### src/rtl/jtag_dtm.sv
// jtag_dtm: JTAG debug transport module. Oversamples the JTAG pins in the clk
// domain, runs the 1149.1 TAP with IDCODE/DTMCS/DMI/BYPASS data registers and
// turns DMI scans into 4-phase req/ack transactions toward the debug module.
module jtag_dtm #(
   parameter int unsigned DMI_ADDR_BITS = 6,
   parameter int unsigned DMI_DATA_BITS = 32,
   parameter int unsigned DMI_OP_BITS   = 2,
   parameter logic [31:0] IDCODE_VAL    = 32'h1e200a6d,
   parameter int unsigned IR_BITS       = 5,
   localparam int unsigned DMI_BITS     = DMI_ADDR_BITS + DMI_DATA_BITS + DMI_OP_BITS
) (
   input  logic                clk,
   input  logic                rst_n,
   input  logic                jtag_tck_i,
   input  logic                jtag_tms_i,
   input  logic                jtag_tdi_i,
   output logic                jtag_tdo_o,
   output logic                dtm_req_valid_o,
   output logic [DMI_BITS-1:0] dtm_req_data_o,
   input  logic                dm_ack_i,
   input  logic                dm_resp_valid_i,
   input  logic [DMI_BITS-1:0] dm_resp_data_i,
   output logic                dtm_ack_o
);

   typedef struct packed {
      logic [DMI_ADDR_BITS-1:0] addr;
      logic [DMI_DATA_BITS-1:0] data;
      logic [DMI_OP_BITS-1:0]   op;
   } dmi_t;

   typedef enum logic [3:0] {
      TLR, RTI, SEL_DR, CAP_DR, SH_DR, EX1_DR, PAU_DR, EX2_DR, UPD_DR,
      SEL_IR, CAP_IR, SH_IR, EX1_IR, PAU_IR, EX2_IR, UPD_IR
   } tap_e;

   typedef enum logic [1:0] { REQ_IDLE, REQ_WAIT_ACK, REQ_WAIT_LOW } req_e;
   typedef enum logic       { RSP_IDLE, RSP_ACK } rsp_e;

   localparam logic [IR_BITS-1:0] IR_IDCODE = IR_BITS'('h01);
   localparam logic [IR_BITS-1:0] IR_DTMCS  = IR_BITS'('h10);
   localparam logic [IR_BITS-1:0] IR_DMI    = IR_BITS'('h11);

   // standard 1149.1 next-state table
   function automatic tap_e tap_next(input tap_e s, input logic m);
      case (s)
         TLR:     return m ? TLR    : RTI;
         RTI:     return m ? SEL_DR : RTI;
         SEL_DR:  return m ? SEL_IR : CAP_DR;
         CAP_DR:  return m ? EX1_DR : SH_DR;
         SH_DR:   return m ? EX1_DR : SH_DR;
         EX1_DR:  return m ? UPD_DR : PAU_DR;
         PAU_DR:  return m ? EX2_DR : PAU_DR;
         EX2_DR:  return m ? UPD_DR : SH_DR;
         UPD_DR:  return m ? SEL_DR : RTI;
         SEL_IR:  return m ? TLR    : CAP_IR;
         CAP_IR:  return m ? EX1_IR : SH_IR;
         SH_IR:   return m ? EX1_IR : SH_IR;
         EX1_IR:  return m ? UPD_IR : PAU_IR;
         PAU_IR:  return m ? EX2_IR : PAU_IR;
         EX2_IR:  return m ? UPD_IR : SH_IR;
         UPD_IR:  return m ? SEL_DR : RTI;
         default: return TLR;
      endcase
   endfunction

   logic [1:0]          tck_s, tms_s, tdi_s;
   logic                tck_q;
   logic                tck_rise, tck_fall, tms, tdi;
   tap_e                tap_st, tap_nxt;
   logic [IR_BITS-1:0]  ir, ir_shift;
   logic [DMI_BITS-1:0] dr_shift, dr_capture, dr_shifted;
   logic [31:0]         dtmcs_val;
   logic [DMI_OP_BITS-1:0] dmi_status;
   logic                upd_dr, upd_dmi, upd_dtmcs;
   req_e                req_st;
   rsp_e                rsp_st;
   dmi_t                resp_q;
   logic                busy, sticky, dmi_busy;

   // two-flop synchronizers on all pins plus the TCK edge-detect register
   always_ff @(posedge clk or negedge rst_n) begin
      if (!rst_n) begin
         tck_s <= '0;
         tms_s <= '0;
         tdi_s <= '0;
         tck_q <= 1'b0;
      end else begin
         tck_s <= {tck_s[0], jtag_tck_i};
         tms_s <= {tms_s[0], jtag_tms_i};
         tdi_s <= {tdi_s[0], jtag_tdi_i};
         tck_q <= tck_s[1];
      end
   end

   assign tck_rise = tck_s[1] & ~tck_q;
   assign tck_fall = ~tck_s[1] & tck_q;
   assign tms      = tms_s[1];
   assign tdi      = tdi_s[1];
   assign tap_nxt  = tap_next(tap_st, tms);

   // update actions fire on the TCK edge that enters the Update state
   assign upd_dr    = tck_rise && (tap_nxt == UPD_DR);
   assign upd_dmi   = upd_dr && (ir == IR_DMI);
   assign upd_dtmcs = upd_dr && (ir == IR_DTMCS);

   // a request still completing its ack phase counts as busy too
   assign dmi_busy   = busy || (req_st != REQ_IDLE);
   assign dmi_status = (dmi_busy || sticky) ? '1 : resp_q.op;
   assign dtmcs_val  = {14'h0, 3'b000, 3'd5, {2{sticky}}, 6'(DMI_ADDR_BITS), 4'd1};

   // capture value and shift-right result for the selected data register
   always_comb begin
      dr_capture = '0;
      dr_shifted = {{(DMI_BITS-1){1'b0}}, tdi};
      case (ir)
         IR_IDCODE: begin
            dr_capture = DMI_BITS'(IDCODE_VAL);
            dr_shifted = DMI_BITS'({tdi, dr_shift[31:1]});
         end
         IR_DTMCS: begin
            dr_capture = DMI_BITS'(dtmcs_val);
            dr_shifted = DMI_BITS'({tdi, dr_shift[31:1]});
         end
         IR_DMI: begin
            dr_capture = {resp_q.addr, resp_q.data, dmi_status};
            dr_shifted = {tdi, dr_shift[DMI_BITS-1:1]};
         end
         default: ;
      endcase
   end

   // TAP state, instruction/data shift registers and TDO
   always_ff @(posedge clk or negedge rst_n) begin
      if (!rst_n) begin
         tap_st     <= TLR;
         ir         <= IR_IDCODE;
         ir_shift   <= '0;
         dr_shift   <= '0;
         jtag_tdo_o <= 1'b0;
      end else begin
         if (tck_rise) begin
            tap_st <= tap_nxt;
            case (tap_st)
               CAP_IR:  ir_shift <= IR_BITS'(1);
               SH_IR:   ir_shift <= {tdi, ir_shift[IR_BITS-1:1]};
               CAP_DR:  dr_shift <= dr_capture;
               SH_DR:   dr_shift <= dr_shifted;
               default: ;
            endcase
            if (tap_nxt == UPD_IR)
               ir <= ir_shift;
            else if (tap_nxt == TLR)
               ir <= IR_IDCODE;
         end
         if (tck_fall) begin
            if (tap_st == SH_IR)
               jtag_tdo_o <= ir_shift[0];
            else if (tap_st == SH_DR)
               jtag_tdo_o <= dr_shift[0];
         end
      end
   end

   // DMI side: request and response handshakes plus busy/sticky bookkeeping
   always_ff @(posedge clk or negedge rst_n) begin
      if (!rst_n) begin
         req_st          <= REQ_IDLE;
         rsp_st          <= RSP_IDLE;
         dtm_req_valid_o <= 1'b0;
         dtm_req_data_o  <= '0;
         dtm_ack_o       <= 1'b0;
         resp_q          <= '0;
         busy            <= 1'b0;
         sticky          <= 1'b0;
      end else if (upd_dtmcs && dr_shift[17]) begin
         // dmihardreset: abandon everything in flight
         req_st          <= REQ_IDLE;
         rsp_st          <= RSP_IDLE;
         dtm_req_valid_o <= 1'b0;
         dtm_ack_o       <= 1'b0;
         busy            <= 1'b0;
         sticky          <= 1'b0;
      end else begin
         if (upd_dtmcs && dr_shift[16])
            sticky <= 1'b0;

         case (req_st)
            REQ_WAIT_ACK: if (dm_ack_i) begin
               dtm_req_valid_o <= 1'b0;
               req_st          <= REQ_WAIT_LOW;
            end
            REQ_WAIT_LOW: if (!dm_ack_i) req_st <= REQ_IDLE;
            default:      req_st <= REQ_IDLE;
         endcase

         case (rsp_st)
            RSP_IDLE: if (dm_resp_valid_i) begin
               resp_q    <= dm_resp_data_i;
               dtm_ack_o <= 1'b1;
               rsp_st    <= RSP_ACK;
            end
            default: if (!dm_resp_valid_i) begin
               dtm_ack_o <= 1'b0;
               busy      <= 1'b0;
               rsp_st    <= RSP_IDLE;
            end
         endcase

         // new scan: overlap goes sticky, read/write launches a request
         if (upd_dmi) begin
            if (dmi_busy || sticky) begin
               sticky <= 1'b1;
            end else if (dr_shift[DMI_OP_BITS-1:0] == DMI_OP_BITS'(1) ||
                         dr_shift[DMI_OP_BITS-1:0] == DMI_OP_BITS'(2)) begin
               dtm_req_data_o  <= dr_shift;
               dtm_req_valid_o <= 1'b1;
               busy            <= 1'b1;
               req_st          <= REQ_WAIT_ACK;
            end
         end
      end
   end

endmodule

### config.mk
export PLATFORM = sky130hd
export DESIGN_NAME = jtag_dtm
export DESIGN_NICKNAME = d
export VERILOG_FILES = /design/src/rtl/jtag_dtm.sv
export SDC_FILE = /design/constraint.sdc
export NUM_CORES = 1
export LEC_CHECK = 0
export CELL_PAD_IN_SITES_DETAIL_PLACEMENT = 1
export CELL_PAD_IN_SITES_GLOBAL_PLACEMENT = 2
export CORE_AREA = 5 5 136 138
export DETAILED_ROUTE_END_ITERATION = 12
export DIE_AREA = 0 0 141 143
export DONT_BUFFER_PORTS = 1
export PLACE_DENSITY = 0.77
export SETUP_SLACK_MARGIN = 0.3
export SYNTH_ARGS = -nofsm -noshare
export SYNTH_HDL_FRONTEND = slang
export SYNTH_SLANG_ARGS = --single-unit
export TNS_END_PERCENT = 5
### constraint.sdc
create_clock -name clk -period 2.15 [get_ports clk]
set_input_delay 0.215 -clock clk [delete_from_list [all_inputs] [get_ports clk]]
set_output_delay 0.215 -clock clk [all_outputs]
set_load 0.005 [all_outputs]
==> results list, run 1 <==
* Result of the run: complete, but fails checks
- The final reports fail on hold timing, setup timing.
* RR Endpoint: dtm_req_data_o[21]$_DFFE_PN0P_
- Number of enable flip-flop cells after synthesis: 0
- Element type at the critical path end: register
* Clock root buffer master: clkbuf_16
- The placed instances occupy a cell area of 7030 um2.
- Cts-stage hold buffer count: 45
- Area added between synthesis and finish: 31.9%
- Power density over cell area: 1060 nW/um2
- For this run, design rule violations remaining after detail routing come to 0.
- The worst hold path belongs to the class primary input to asynchronous set/reset pin.
- The worst setup path is of the register to register kind.
- Dividing the final minimum period by the clock period gives 1.05.
- The total overflow left after global routing is 0.
- For this design, the sink count on the clock tree is 149.
- After synthesis, the mean cell area works out to 12.4 um2.
* Static leakage: 3.93 nW
- On the worst path, the slowest cell contributes a delay of 0.47 ns.
- Reg2Reg Setup Slack: -0.11 ns
* Initial drt markers: 269
* Starting utilization of the core area: 0.384
- The total area inside the core boundary comes to 17,100 um2.
* Fillcell total: 1,725
* Clk slew on worst S/H paths: 0.06 ns
- Across every metal layer, demand over resource in global routing totals 0.182.
* Number of pins with negative max-slew slack in the final report: 0
- Entering global routing, the biggest net connects 150 pins.
- Post CTS Setup Buffer Count: 0
* Leading cell type in the layout, fill and taps excluded: dfrtp_1
* Number of max-cap violations: 0
- Measured against its own limit, the worst slew margin works out to 0.614.
* Placer Congestion: 0.773
- Clock latency on the worst-skew pair, taken at its later pin, is 0.43 ns.
* Post-layout instance count excluding filler cells: 834
- For this run, the top clock speed supported by timing is 442 MHz.
* Post-detailed-route count of antenna-violating nets: 0
* Post-Syn Nets: 578
- The share of the Yosys chip area taken by registers is 0.570.
- Number of distinct library cells after synthesis: 57
- Number of endpoints failing setup at the final stage: 40
* Die height: 143 um
* TritonCTS clock tree: built
* Max Fanout on Critical Path: 23
- Final HPWL from detailed placement: 11,100 um
* Router iterations before antenna repair: 4
- For this run, the share of the core covered by cells in the final layout is 0.506.
* Final routed wire length divided by cell count: 21.2 um
* Clk buf depth: 2
- Traced cell by cell, the critical path runs through inv_2 > ha_1 > or3b_4 > nand2b_4 > or4_4 > buf_12 > mux2_4.
- At the end of the flow, the number of nets in the layout was 646.
- IR analysis of the VDD net gives a maximum drop of 0.652 mV.
- The floorplan step defined a die boundary enclosing 20,200 um2.
- Final hold slack: -0.518 ns
- Total instance count after detailed placement: 757
- Buffers inserted during clock tree synthesis total 17.
- Setup slack on the critical path of the routed design comes to -0.113 ns.
* Total routed wirelength: 17,600 um
* Placement row count: 48
* Slowest cell on crit path: or4_4
- Fraction of registers with async set/reset: 1.00
* Via density: 5.33
- The first global-routing pass estimated 28,400 um of wire.
- The clock arrives with 0.00755 ns of skew.
- STA puts the critical path data arrival time at 2.57 ns.
- At the pin with the least slew margin, the transition time is 0.575 ns.
- Buffers placed on the I/O ports in this run total 0.
- Leading cell types in the layout, fill and taps excluded: dfrtp_1, mux2_4, nand2_1, dlygate4sd3_1, buf_4
- The number of global-route vias before repair was 5,062.
- Most frequently used flop master after synthesis: dfrtp_1
- Hold Violations, Final: 149
- The repair_antennas step left the layout with diodes totalling 0.
- Die boundary width: 141 um
- Total I/O pin count: 90
- Detailed routing inserted a total of 4,449 vias.
* Flip-flop and latch count after synthesis: 149
- Cells after synthesis: 528
- The worst path in the final design needs a cycle of 2.26 ns, including I/O delays and setup.
- The number of antenna violations at the first check in global routing is 0.
- The H-tree generated during clock tree synthesis spans 4 levels.
- The worst register-to-register path begins at req_st[0]$_DFF_PN0_.
- In this run the cell area of the synthesized design comes to 6550 um2.
* Required time at the worst-slack endpoint: 2.46 ns
- Setup repair after global routing could not meet its margin everywhere.
- Worst-case reg-to-reg path depth: 7
- After routing the design area is 8630 um2.
- Kind of launch point of the worst setup path: register
* Synth warnings: 0
- Share of cells above drive strength 1: 0.350
synth_stat cells, types with 8 or more instances:
cell,number,area [um2]
o21ai_0,25,125
inv_1,10,37.5
mux2i_1,8,80.1
clkbuf_1,17,63.8
nand2_1,64,240
mux2_4,37,556
a22oi_1,16,120
a21oi_1,11,55.1
dfrtp_1,148,3700
nor2_1,10,37.5
nor3_1,8,40.0
o31ai_1,21,158
o22ai_1,12,75.1
o21ai_1,11,55.1
buf_2,10,50.1
mux2_2,42,473
worst max-delay path by stage:
stage / startpoint / end / cells after the start
6_report: req_st[0]$_DFF_PN0_ / dtm_req_data_o[21]$_DFFE_PN0P_ / 7
5_1_grt: req_st[0]$_DFF_PN0_ / dtm_req_data_o[21]$_DFFE_PN0P_ / 7
3_5_place_dp: req_st[1]$_DFF_PN0_ / dtm_req_data_o[21]$_DFFE_PN0P_ / 7
2_1_floorplan: req_st[0]$_DFF_PN0_ / dtm_req_data_o[13]$_DFFE_PN0P_ / 8
4_1_cts: req_st[0]$_DFF_PN0_ / dtm_req_data_o[13]$_DFFE_PN0P_ / 7
3_3_place_gp: req_st[0]$_DFF_PN0_ / dtm_req_data_o[2]$_DFFE_PN0P_ / 7
layout make-up:
cell class | instances | area [um2] | share of cell area
repair buffers | 83 | 882 | 0.102
clock inverters | 13 | 203 | 0.0235
inverters | 11 | 41.3 | 0.00478
multi-input cells | 334 | 3050 | 0.353
flip-flops and latches | 149 | 3730 | 0.432
well taps | 225 | 282 | 0.0326
clock buffers | 19 | 443 | 0.0513
cell families (layout without fill, tap and decap cells):
kind of cell,Yosys count,in the layout,synth area share
and+or+nand+nor,116,116,0.0879
AOI/OAI and AO/OA,123,123,0.125
xor gates and xnor gates,2,2,0.00268
buffers and inverters,45,126,0.0340
DFF,149,149,0.570
adders and majority gates,3,3,0.00574
muxes,90,90,0.175
flip-flops by register name, indices dropped and copies added (netlist names), 2 cells and up:
register        count
tms_s               2
req_st              2
dr_shift           40
resp_q             40
dtm_req_data_o     40
ir                  5
tdi_s               2
tap_st              4
ir_shift            5
tck_s               2
worst max-delay path: cells and delay by family (launching register included):
kind / cells / cell delay [ns]
adders and majority gates: 1 / 0.14
muxes: 1 / 0.32
and+or+nand+nor: 3 / 1.00
DFF: 1 / 0.40
buffers and inverters: 2 / 0.28
metal layers:
layer  GRT usage  vias up  wire (um)
met5           0        -          0
met4      0.0515        0        233
met3      0.0589       25        972
met2       0.316       81       9040
met1       0.218     2289       7400
li1            -     2054          -
metrics by stage:
| stage | total power, W | setup TNS [ns] | worst slack [ns] |
|---|---|---|---|
| 6_report | 0.00919 | -3.44 | -0.113 |
| 5_1_grt | 0.00966 | -5.97 | -0.161 |
| 4_1_cts | 0.00903 | -3.59 | -0.119 |
| 3_5_place_dp | 0.00536 | -4.34 | -0.108 |
| 3_3_place_gp | 0.00524 | -1.84 | -0.0693 |
| 2_1_floorplan | 0.00469 | -2.26 | -0.0644 |
power breakdown:
| part | switching (W) | internal [W] |
|---|---|---|
| Combinational | 0.00119 | 0.00115 |
| Sequential | 0.000390 | 0.00318 |
| Clock | 0.00119 | 0.00209 |
timing repair:
| item | in CTS | in global routing |
|---|---|---|
| gates resized for setup | 85 | 35 |
| setup endpoints to repair | 115 | 118 |
| pin swaps | 31 | 53 |
| hold endpoints to repair | 196 | 149 |
(Power assumes the default switching activity.)
==> run 2: changes to the inputs <==
--- a/config.mk
+++ b/config.mk
@@ -7,9 +7,9 @@
 export LEC_CHECK = 0
 export CELL_PAD_IN_SITES_DETAIL_PLACEMENT = 1
 export CELL_PAD_IN_SITES_GLOBAL_PLACEMENT = 2
-export CORE_AREA = 5 5 136 138
+export CORE_AREA = 2 2 133 135
 export DETAILED_ROUTE_END_ITERATION = 12
-export DIE_AREA = 0 0 141 143
+export DIE_AREA = 0 0 135 137
 export DONT_BUFFER_PORTS = 1
 export PLACE_DENSITY = 0.77
 export SETUP_SLACK_MARGIN = 0.3
==> results list, run 2 (synthesized netlist as in run 1, its figures left out) <==
- The flow ran to the end, but the final reports show violations.
- Violations in the final reports: hold timing, setup timing
* Clk slew on worst S/H paths: 0.06 ns
- Worst voltage drop across the vdd grid: 0.708 mV
- CTS Sinks: 149
- The floorplan step defined a die boundary enclosing 18,500 um2.
- Setup violations remaining at the end of the flow were counted as 40.
- The area growth from synthesis to layout is 31.2%.
* Total I/O pin count: 90
- After detailed routing, the average wire length per cell comes to 20.8 um.
* H-tree depth: 4
* Required time at the worst-slack endpoint: 2.46 ns
- Post-route worst setup slack: -0.116 ns
* Placer Congestion: 0.786
- The largest registers in the layout are dr_shift x40, dtm_req_data_o x40, resp_q x40.
* Global-route wire length before repair: 27,900 um
* Final HPWL from detailed placement: 10,900 um
- In this run the remaining antenna-violating nets after routing total 0.
* Via density: 5.30
- Utilization after layout: 0.504
* Post-layout instance count excluding filler cells: 839
* Layout net count: 651
- Detailed routing inserted a total of 4,444 vias.
- Hold repair after CTS inserted 45 buffers.
- Summed over all cells, the static leakage comes to 3.91 nW.
* Element type at the critical path end: register
- Via count of the first global-routing pass: 4,881
- Wires add up to 17,400 um.
- Share of cells above drive strength 1: 0.360
- The number of antenna violations at the first check in global routing is 0.
- The number of cells on the worst reg-to-reg path is 7.
- Classification of the worst-slack hold path: primary input to asynchronous set/reset pin
- The number of max-slew violations in the final report was 0.
* Total global routing overflow: 0
- Global Route Usage Sum: 0.199
* Fillcell total: 1,727
- Setup repair after global routing missed its margin: true
* Clock latency reported for the late side of the worst-skew pair: 0.43 ns
- Core footprint: 17,100 um2
- Number of max-cap violations: 0
- Hold Violations, Final: 149
* TritonCTS clock tree: built
* Arrival time of data at the critical path endpoint: 2.58 ns
* Max Fclk: 441 MHz
- Hold timing on the final database bottoms out at a slack of -0.512 ns.
- Largest net degree at the start of global routing: 150
* Post-route fraction of the period consumed by the critical path: 1.05
- Starting utilization of the core area: 0.384
- From bottom edge to top edge, the die measures 137 um.
- Worst clock skew on the final layout: 0.0106 ns
- Number of CTS-inserted buffers: 17
- The repair_antennas step left the layout with diodes totalling 0.
* Input/output buffers: 0
- Headroom to the max-slew limit came out at 0.632.
* Minimum clock period after layout: 2.27 ns
- Class of the most critical setup path: register to register
* Kind of launch point of the worst setup path: register
- At the pin with the least slew margin, the transition time is 0.552 ns.
- # DRC: 0
* Initial drt markers: 147
* Power density over cell area: 1050 nW/um2
* Placement row count: 48
- Including well taps, the total number of placed cells is 757.
- Router iterations before antenna repair: 4
- Leading cell types in the layout, fill and taps excluded: dfrtp_1, mux2_4, nand2_1, dlygate4sd3_1, buf_4
- Clock root buffer master: clkbuf_16
- Pre-CTS setup slack: -0.145 ns
* Die boundary width: 135 um
* Max Fanout on Critical Path: 21
* Leading cell type in the layout, fill and taps excluded: dfrtp_1
- No sink is reached through more buffers than the 2 on the longest clock path.
-- run 2: area by class of cell --
type	instances	area (um2)	area share
Sequential cell	149	3730	0.435
Multi-Input combinational cell	334	2970	0.346
Timing Repair Buffer	88	923	0.108
Clock buffer	22	494	0.0575
Tap cell	225	282	0.0328
Clock inverter	10	141	0.0165
Inverter	11	41.3	0.00481
-- run 2: power breakdown --
| part | switching (W) | internal (W) | leakage [nW] | total [W] |
|---|---|---|---|---|
| logic | 0.00118 | 0.00110 | 1.66 | 0.00228 |
| clock network | 0.00119 | 0.00199 | 0.309 | 0.00318 |
| registers | 0.000387 | 0.00318 | 1.93 | 0.00357 |
-- run 2: path summary, 6_finish.rpt --
path / start / endpoint / slack, ns
max in group asynchronous: rst_n / ir[0]$_DFFE_PN1P_ / 2.42
min in group clk: dm_resp_valid_i / dtm_ack_o$_DFFE_PN0P_ / 0.05
hold / removal: rst_n / dtm_req_data_o[16]$_DFFE_PN0P_ / -0.51
setup reg to reg: req_st[1]$_DFF_PN0_ / dtm_req_data_o[19]$_DFFE_PN0P_ / -0.12
setup / recovery: req_st[1]$_DFF_PN0_ / dtm_req_data_o[19]$_DFFE_PN0P_ / -0.12
hold reg to reg: tck_s[0]$_DFF_PN0_ / tck_s[1]$_DFF_PN0_ / 0.35
-- run 2: timing repair --
item                                    4_1_cts  5_1_grt
buffers inserted                              5        0
pin swaps                                     9       42
endpoints found under the setup margin      125      130
resized for setup                            70       43
hold endpoints to repair                    197      149
-- run 2: metal layers --
layer | share of wire | global-route usage | vias to the layer above
li1 | - | - | 2068
met1 | 0.42 | 0.238 | 2285
met2 | 0.51 | 0.343 | 72
met3 | 0.048 | 0.0619 | 19
met4 | 0.017 | 0.0648 | 0
met5 | 0 | 0 | -
-- run 2: per-stage QoR --
stage | instance area (um2) | setup TNS, ns | power [W]
after CTS | 8390 | -3.54 | 0.00888
after global routing | 8590 | -5.31 | 0.00946
after detailed placement | 7030 | -5.75 | 0.00537
after floorplan | 6570 | -2.26 | 0.00469
after global placement | 7030 | -1.71 | 0.00526
final | 8590 | -3.51 | 0.00902
-- run 2: critical path: stages, from the launching register on --
cell      delay, ns
dfrtp_1        0.40
inv_2          0.09
ha_4           0.12
or3b_4         0.37
nand2b_4       0.15
or4_4          0.49
buf_12         0.21
mux2_4         0.31
